$ cat config.mk
export PLATFORM = sky130hd
export DESIGN_NAME = kuuga_bram_req_adapter
export DESIGN_NICKNAME = d
export VERILOG_FILES = /design/src/rtl/kuuga_bram_req_adapter.sv
export SDC_FILE = /design/constraint.sdc
export NUM_CORES = 1
export LEC_CHECK = 0
export CORE_AREA = 2 2 75 77
export CTS_CLUSTER_DIAMETER = 150
export DETAILED_ROUTE_END_ITERATION = 10
export DIE_AREA = 0 0 77 79
export MAX_ROUTING_LAYER = met4
export PLACE_DENSITY = 0.77
export SLEW_MARGIN = 5
export SYNTH_ARGS = -nofsm -noshare
export SYNTH_HDL_FRONTEND = slang
export SYNTH_SLANG_ARGS = --single-unit
$ cat constraint.sdc
create_clock -name clk -period 2.2 [get_ports clk]
set_input_delay 0.44 -clock clk [delete_from_list [all_inputs] [get_ports clk]]
set_output_delay 0.44 -clock clk [all_outputs]
set_load 0.01 [all_outputs]
$ cat src/rtl/kuuga_bram_req_adapter.sv
// Core req/gnt/rvalid port onto a single-port BRAM with fixed read latency.
// Range-checks accesses and holds the BRAM output register in reset while flushing.
module kuuga_bram_req_adapter #(
  parameter int unsigned ADDR_WIDTH   = 16,
  parameter logic [31:0] BASE_ADDR    = 32'h0,
  parameter int unsigned READ_LATENCY = 2,
  parameter int unsigned FLUSH_CYCLES = 4
) (
  input  logic                  clk,
  input  logic                  reset,
  input  logic                  req_i,
  output logic                  gnt_o,
  input  logic [31:0]           addr_i,
  input  logic                  we_i,
  input  logic [3:0]            be_i,
  input  logic [31:0]           wdata_i,
  output logic                  rvalid_o,
  output logic [31:0]           rdata_o,
  output logic                  err_o,
  output logic                  bram_clk,
  output logic                  bram_rst,
  output logic                  bram_en,
  output logic [3:0]            bram_we,
  output logic [ADDR_WIDTH-1:0] bram_addr,
  output logic [31:0]           bram_wrdata,
  input  logic [31:0]           bram_rddata
);

  localparam int unsigned CW  = $clog2(FLUSH_CYCLES) + 1;
  localparam logic [32:0] WIN = 33'd4 << ADDR_WIDTH;
  localparam int unsigned L   = READ_LATENCY;

  typedef enum logic {
    S_FLUSH,
    S_READY
  } state_e;

  state_e        state_q;
  logic [CW-1:0] cnt_q;

  logic [L-1:0] vld_q, vld_d;
  logic [L-1:0] rd_q, rd_d;
  logic [L-1:0] er_q, er_d;

  logic [31:0] off;
  logic        inr;
  logic        acc;

  assign off = addr_i - BASE_ADDR;
  assign inr = {1'b0, off} < WIN;
  assign acc = req_i & ~reset & (state_q == S_READY);

  assign gnt_o       = acc;
  assign bram_clk    = clk;
  assign bram_rst    = reset | (state_q != S_READY);
  assign bram_en     = acc & inr;
  assign bram_we     = (acc & inr & we_i) ? be_i : 4'b0;
  assign bram_addr   = off[ADDR_WIDTH+1:2];
  assign bram_wrdata = wdata_i;

  // Response tag pipeline mirrors the BRAM read latency.
  always_comb begin
    vld_d    = vld_q << 1;
    rd_d     = rd_q << 1;
    er_d     = er_q << 1;
    vld_d[0] = acc;
    rd_d[0]  = acc & ~we_i;
    er_d[0]  = acc & ~inr;
  end

  always_ff @(posedge clk) begin
    if (reset) begin
      state_q <= S_FLUSH;
      cnt_q   <= '0;
      vld_q   <= '0;
      rd_q    <= '0;
      er_q    <= '0;
    end else begin
      vld_q <= vld_d;
      rd_q  <= rd_d;
      er_q  <= er_d;
      unique case (state_q)
        S_FLUSH: begin
          cnt_q <= cnt_q + 1'b1;
          if (cnt_q == CW'(FLUSH_CYCLES - 1))
            state_q <= S_READY;
        end
        S_READY: state_q <= S_READY;
        default: state_q <= S_FLUSH;
      endcase
    end
  end

  assign rvalid_o = vld_q[L-1] & ~reset;
  assign err_o    = rvalid_o & er_q[L-1];
  assign rdata_o  = (rvalid_o & rd_q[L-1] & ~er_q[L-1]) ?
                    bram_rddata : 32'h0;

endmodule
==> results of run 1 <==
[flip-flops by register name (all words and copies together), names as in the netlist]
| signal | cells |
|---|---|
| cnt_q | 3 |
| vld_q | 2 |
| rd_q | 2 |
| state_q | 1 |
| er_q | 2 |
[cell type report]
cell class              count  area (um^2)  area share, %
clock buffers               8        105.1          5.570
well taps                  72        90.09          4.775
flip-flops and latches     10        200.2          10.61
inverters                   1        3.754         0.1989
repair buffers            105         1011          53.58
multi-input cells          70        476.7          25.27
[where the power goes]
| part | internal, W | switching, W | leakage (nW) |
|---|---|---|---|
| Sequential | 0.000197 | 0.00000691 | 0.0813 |
| Clock | 0.000290 | 0.000106 | 0.0556 |
| Combinational | 0.000112 | 0.0000431 | 0.725 |
| Total | 0.000599 | 0.000156 | 0.862 |
[kinds of logic after synthesis]
logic type	Yosys count
AND/OR/NAND/NOR	64
buffers and inverters	55
flip-flops	10
AO/OA/AOI/OAI	2
adder cells (fa/ha/maj)	2
XOR/XNOR	1
multiplexers	1
[synthesized netlist by cell type]
cell,instances,area share (%)
a21oi_1,1,0.47
and2_1,33,19
and2b_1,3,2.1
and3b_1,2,1.7
and3b_2,1,0.94
buf_2,3,1.4
buf_4,49,35
buf_6,1,1.1
clkbuf_2,1,0.47
dfxtp_1,10,19
ha_1,2,2.4
inv_1,1,0.35
mux2i_1,1,0.94
nand2_1,6,2.1
nand2b_1,1,0.59
nand3_4,1,1.7
nor2_1,8,2.8
nor2b_1,1,0.59
nor2b_2,1,0.83
nor3_1,4,1.9
nor4_1,2,1.2
nor4_4,1,2.0
o21a_1,1,0.71
xor2_1,1,0.83
[worst max path at each step]
stage	start	to	slack [ns]	cells past startpoint
3_3_place_gp	reset	rdata_o[24]	-0.39	6
2_1_floorplan	reset	bram_we[0]	0.50	4
5_1_grt	addr_i[31]	bram_we[2]	-0.05	5
6_report	addr_i[31]	bram_we[0]	0.05	5
4_1_cts	reset	rdata_o[14]	0.008	7
3_5_place_dp	reset	rdata_o[29]	-0.43	6
[metrics by stage]
step | total power (W) | utilization [%] | instances
finish | 0.0007546 | 35.35 | 266
global route | 0.0008061 | 35.35 | 266
CTS | 0.0007701 | 34.67 | 265
detailed placement | 0.0004089 | 33.26 | 256
global placement | 0.0004052 | 33.26 | 256
floorplan | 0.0003777 | - | 135
[per-layer routing]
metal	GRT usage, %	up-vias	wire length, um	share of wire [%]
met5	-	-	0	0
met4	5.714	0	69	2.4
met3	7.841	11	538	18
met2	14.39	98	1220	42
met1	9.379	429	1094	37
li1	-	489	-	-
[repair_timing]
action                                  in CTS  in global routing
hold buffers                                 0                  0
pin swaps                                    2                  2
setup buffers                                1                  1
endpoints found under the setup margin      42                 37
cloned                                       1                  0
gates resized for setup                     55                 22
==> impl_metrics.prom, run 1 <==
# TYPE chip_impl_metric gauge
chip_impl_metric{name="final_area",unit="um^2"} 1887
chip_impl_metric{name="final_period_minus_worst_setup_slack",unit="ns"} 2.148
chip_impl_metric{name="max-vdd-ir-drop",unit="mV"} 0.4024
chip_impl_info{name="holdCritStartpoint",value="er_q[0]$_SDFF_PP0_"} 1
chip_impl_metric{name="port_buffers",unit=""} 95
chip_impl_info{name="synth_top_family_by_area",value="buffers and inverters"} 1
chip_impl_info{name="timing.hold.worst.class",value="reg2reg"} 1
chip_impl_metric{name="drcViolationCount",unit=""} 0
chip_impl_metric{name="antenna_violations_before_repair",unit=""} 0
chip_impl_metric{name="drive_gt1_share",unit="%"} 16.49
chip_impl_metric{name="clock_pin_slew_of_the_registers_on_the_worst_case_setup_and_hold_paths",unit="ns"} 0.04
chip_impl_metric{name="finalHoldViolations",unit=""} 0
chip_impl_metric{name="layout_net_count",unit=""} 301
chip_impl_metric{name="relSlewSlack",unit="%"} 81.06
chip_impl_metric{name="yosys_warnings",unit=""} 0
chip_impl_metric{name="drt-wirelength-per-cell",unit="um"} 10.98
chip_impl_metric{name="postSynthAreaPerCell",unit="um^2"} 7.859
chip_impl_info{name="tritoncts",value="done"} 1
chip_impl_metric{name="cp_max_fo",unit=""} 5
chip_impl_metric{name="clock_latency",unit="ns"} 0.34
chip_impl_metric{name="synth_fp_nets",unit=""} 241
chip_impl_metric{name="worst_ep_required_time",unit="ns"} 1.76
chip_impl_metric{name="cp_slowest_stage_delay",unit="ns"} 0.44
chip_impl_metric{name="netlist_instances",unit=""} 135
chip_impl_metric{name="area_fraction_in_and_or_nand_and_nor_cells_after_synthesis",unit="%"} 37.85
chip_impl_metric{name="die_height",unit="um"} 79
chip_impl_info{name="status",value="finished clean"} 1
chip_impl_metric{name="initialDrtViolationCount",unit=""} 2
chip_impl_metric{name="die_w",unit="um"} 77
chip_impl_metric{name="synth-xor-area-share",unit="%"} 0.8255
chip_impl_metric{name="ant_nets",unit=""} 0
chip_impl_metric{name="fin_ws",unit="ns"} 0.05163
chip_impl_metric{name="floorplan.rows",unit=""} 27
chip_impl_metric{name="placed_cell_area",unit="um^2"} 1775
chip_impl_info{name="leading_cell_type_in_the_layout_fill_and_taps_excluded",value="clkdlybuf4s50_1"} 1
chip_impl_metric{name="yosysUniqueCellTypes",unit=""} 24
chip_impl_metric{name="post_synthesis_adder_cell_area_fraction",unit="%"} 2.358
chip_impl_metric{name="holdWs",unit="ns"} 0.4301
chip_impl_metric{name="initial_core_util",unit="%"} 19.88
chip_impl_metric{name="worst-r2r-cell-count",unit=""} 5
chip_impl_metric{name="groute.usage.overall",unit="%"} 9.950
chip_impl_metric{name="maximum_number_of_pins_on_one_net_before_global_route_repair",unit=""} 17
chip_impl_metric{name="vias_in_the_first_global_route",unit=""} 1064
chip_impl_metric{name="synth-compound-area-share",unit="%"} 1.179
chip_impl_metric{name="synthMuxAreaShare",unit="%"} 0.9434
chip_impl_info{name="start_kind",value="input pin"} 1
chip_impl_metric{name="area_growth_syn_to_layout",unit="%"} 77.83
chip_impl_info{name="slowest_stage",value="clkdlybuf4s50_1"} 1
chip_impl_metric{name="setup-tns-final",unit="ns"} 0
chip_impl_metric{name="layout.filler_cells",unit=""} 573
chip_impl_metric{name="post-route-period-util",unit="%"} 97.65
chip_impl_info{name="critPathTopFamily",value="simple AND/OR/NAND/NOR gates"} 1
chip_impl_metric{name="antenna_fix_cells",unit=""} 0
chip_impl_metric{name="globalRouteOverflowTotal",unit=""} 0
chip_impl_metric{name="core-area",unit="um^2"} 5338
chip_impl_metric{name="setup_skew",unit="ns"} 0.002544
chip_impl_metric{name="powerDensity",unit="nW/um^2"} 399.9
chip_impl_info{name="path_cells",value="clkdlybuf4s50_1 -> nor4_4 -> nand3_4 -> nor3_1 -> buf_2"} 1
chip_impl_metric{name="gp_congestion",unit=""} 0.5877
chip_impl_metric{name="dpl.hpwl",unit="um"} 2338
chip_impl_metric{name="timing.hold.worst_path_depth",unit=""} 1
chip_impl_metric{name="maxSlewViolCount",unit=""} 0
chip_impl_metric{name="yosys_register_bits",unit=""} 10
chip_impl_metric{name="ios",unit=""} 194
chip_impl_metric{name="total_die_area",unit="um^2"} 6083
chip_impl_metric{name="worst_slew_pin_slew",unit="ns"} 0.2819
chip_impl_metric{name="regToRegSetupSlack",unit="ns"} 1.12
chip_impl_metric{name="drv.max_cap_violation_count",unit=""} 0
chip_impl_metric{name="proportion_of_synthesized_chip_area_in_sequential_cells",unit="%"} 18.87
chip_impl_info{name="worst_r2r_endpoint",value="cnt_q[2]$_SDFFE_PP0N_"} 1
chip_impl_info{name="regToRegStartpoint",value="cnt_q[0]$_SDFFE_PP0N_"} 1
chip_impl_info{name="setup_repair_after_global_routing_missed_its_margin",value="yes"} 1
chip_impl_metric{name="via_per_inst",unit=""} 3.861
chip_impl_metric{name="critical_path.n_buffers_inverters",unit=""} 2
chip_impl_info{name="timing.setup.critical_path_class",value="in2out"} 1
chip_impl_metric{name="setup_viol",unit=""} 0
chip_impl_metric{name="num_vias",unit=""} 1027
chip_impl_info{name="holdPathEnd",value="er_q[1]$_SDFF_PP0_"} 1
chip_impl_metric{name="dp_slack",unit="ns"} -0.4270
chip_impl_metric{name="leakage",unit="nW"} 0.8618
chip_impl_metric{name="netlist_area",unit="um^2"} 1061
chip_impl_metric{name="drt_pre_antenna_iters",unit=""} 3
chip_impl_metric{name="clock.fmax",unit="MHz"} 465.5
chip_impl_metric{name="wirelength",unit="um"} 2922
chip_impl_info{name="timing.critical_path.to_type",value="primary output"} 1
chip_impl_info{name="most-common-layout-cells",value="clkdlybuf4s50_1, and2_1, dlygate4sd2_1, clkdlybuf4s15_1, dfxtp_1"} 1
chip_impl_metric{name="grt_pass1_wl",unit="um"} 4657
chip_impl_metric{name="cp.arrival",unit="ns"} 1.71
Note: power is estimated with default switching activity, not from simulation.
==> run 2, diff against run 1 <==
--- a/config.mk
+++ b/config.mk
@@ -15,3 +15,4 @@
 export SYNTH_ARGS = -nofsm -noshare
 export SYNTH_HDL_FRONTEND = slang
 export SYNTH_SLANG_ARGS = --single-unit
+export TNS_END_PERCENT = 100
==> results of run 2 <==
The final DEF is identical to that of run 1; final timing and power are the same.
==> RTL edit, RTL diff (flow settings as in run 1) <==
Set the parameter `FLUSH_CYCLES` to 2 (it was 4).
--- a/src/rtl/kuuga_bram_req_adapter.sv
+++ b/src/rtl/kuuga_bram_req_adapter.sv
@@ -5,5 +5,5 @@
   parameter logic [31:0] BASE_ADDR    = 32'h0,
   parameter int unsigned READ_LATENCY = 2,
-  parameter int unsigned FLUSH_CYCLES = 4
+  parameter int unsigned FLUSH_CYCLES = 2
 ) (
   input  logic                  clk,
Check against the original RTL: not equivalent (a bounded check fails within 4 cycles, from zero or initial values and one cycle with reset high).
==> RTL edit against run 1 <==
  * Sequential cell count shrank 1
  * Maximum frequency grew 1.3%
  * Combinational power grew 14%
  * Design area grew 0.33%
  * Synthesized cell count shrank 3.7%
  * Total power grew 1.0%
  * Global-route usage grew 1.6 points
  * First-iteration DRC count grew to 3.0 times the old value
  * Synthesized area shrank 2.9%
  * Routed wire length grew 18%
  * Worst setup slack gained 0.027 ns
  * Via count grew 7.6%
  * Die area is the same
  * Highest routed layer unchanged
==> RTL edit: results (changes against run 1) <==
Run status
  • Status: finished clean

GRT
  • GRT met2 Usage: 0.181 (+0.0368)
  • Overall Global Routing Usage: 0.116 (+0.0161)
  • Routing usage on met3: 0.0636 (-0.0148)
  • Vias in the first global route: 1123 (+5.5%)
  • First-pass GRT wire length: 5330 um (+14%)
  • GR Util met1: 0.111 (+0.0171)

Min path
  • Hold path depth: 2 (+1)
  • Min-Delay Endpoint: vld_q[0]$_SDFF_PP0_
  • HP Start: req_i

Place
  • Detailed placer's ending HPWL: 2280 um (-2.3%)
  • Dpl cells: 249 (-2.7%)
  • RD Place Congestion: 0.625 (+6.3%)

Cells and area
  • Final nets: 311 (+3.3%)
  • Non-clock buffering overhead: 0.546 (+0.0101)
  • Seq_cells: 9 (-1)
  • Register area: 180 um^2 (-10%)
  • Fin cells: 277 (+4.1%)

Setup path
  • Arr. time, crit path: 1.68 ns (-0.03 ns)
  • Worst R2R Setup Slack: 1.18 ns (+0.06 ns)

Routing
  • Routed vias/inst: 3.99 (+3.3%)
  • Routed wire length: 3440 um (+18%)
  • Drt pass-1 iters: 2 (-1)

Synth
  • Synth Area in Compound Gates: 0.0122 (+0.000358)
  • Register area share after synthesis: 0.175 (-0.0137)
[RTL edit: cell count changes after synthesis, sizes merged]
| cell | change |
|---|---|
| clkbuf | -1 |
| dfxtp | -1 |
| nor2 | -1 |
| ha | -1 |
| mux2i | -1 |
[RTL edit: metrics by stage]
step | instance area, um^2 | hold slack, ns | power (mW) | worst slack (ns)
final | 1890 | 0.401 | 0.762 | 0.0788
after CTS | 1900 | 0.427 | 0.777 | -0.0797
after floorplan | 1030 | 0.411 | 0.395 | 0.484
after global routing | 1890 | 0.411 | 0.814 | 0.00360
after global placement | 1700 | 0.415 | 0.428 | -0.420
after detailed placement | 1700 | 0.418 | 0.435 | -0.436
[RTL edit: worst register-to-register path: cells and delay by family, from the launching register on]
family,cells,cell delay [ns]
simple gates,2,0.39
flops,1,0.43
buf+inv,1,0.13
[RTL edit: where the power goes]
group          switching, mW  internal, mW  total [mW]
sequential            0.0205         0.190       0.210
combinational         0.0530         0.124       0.177
clock                  0.115         0.260       0.375
total                  0.188         0.574       0.762
[RTL edit: worst max path at each step]
stage	endpoint	start	slack (ns)
6_report	rdata_o[2]	er_q[1]$_SDFF_PP0_	0.08
2_1_floorplan	bram_we[0]	reset	0.48
3_3_place_gp	rdata_o[7]	reset	-0.42
3_5_place_dp	rdata_o[7]	reset	-0.44
5_1_grt	rdata_o[9]	vld_q[1]$_SDFF_PP0_	0.004
4_1_cts	bram_we[1]	addr_i[30]	-0.08
[RTL edit: metal layers]
metal  vias to the layer above  share of wire
met2                       105           0.45
met3                        12           0.15
met4                         0          0.031
met5                         -              0
li1                        509              -
met1                       479           0.36
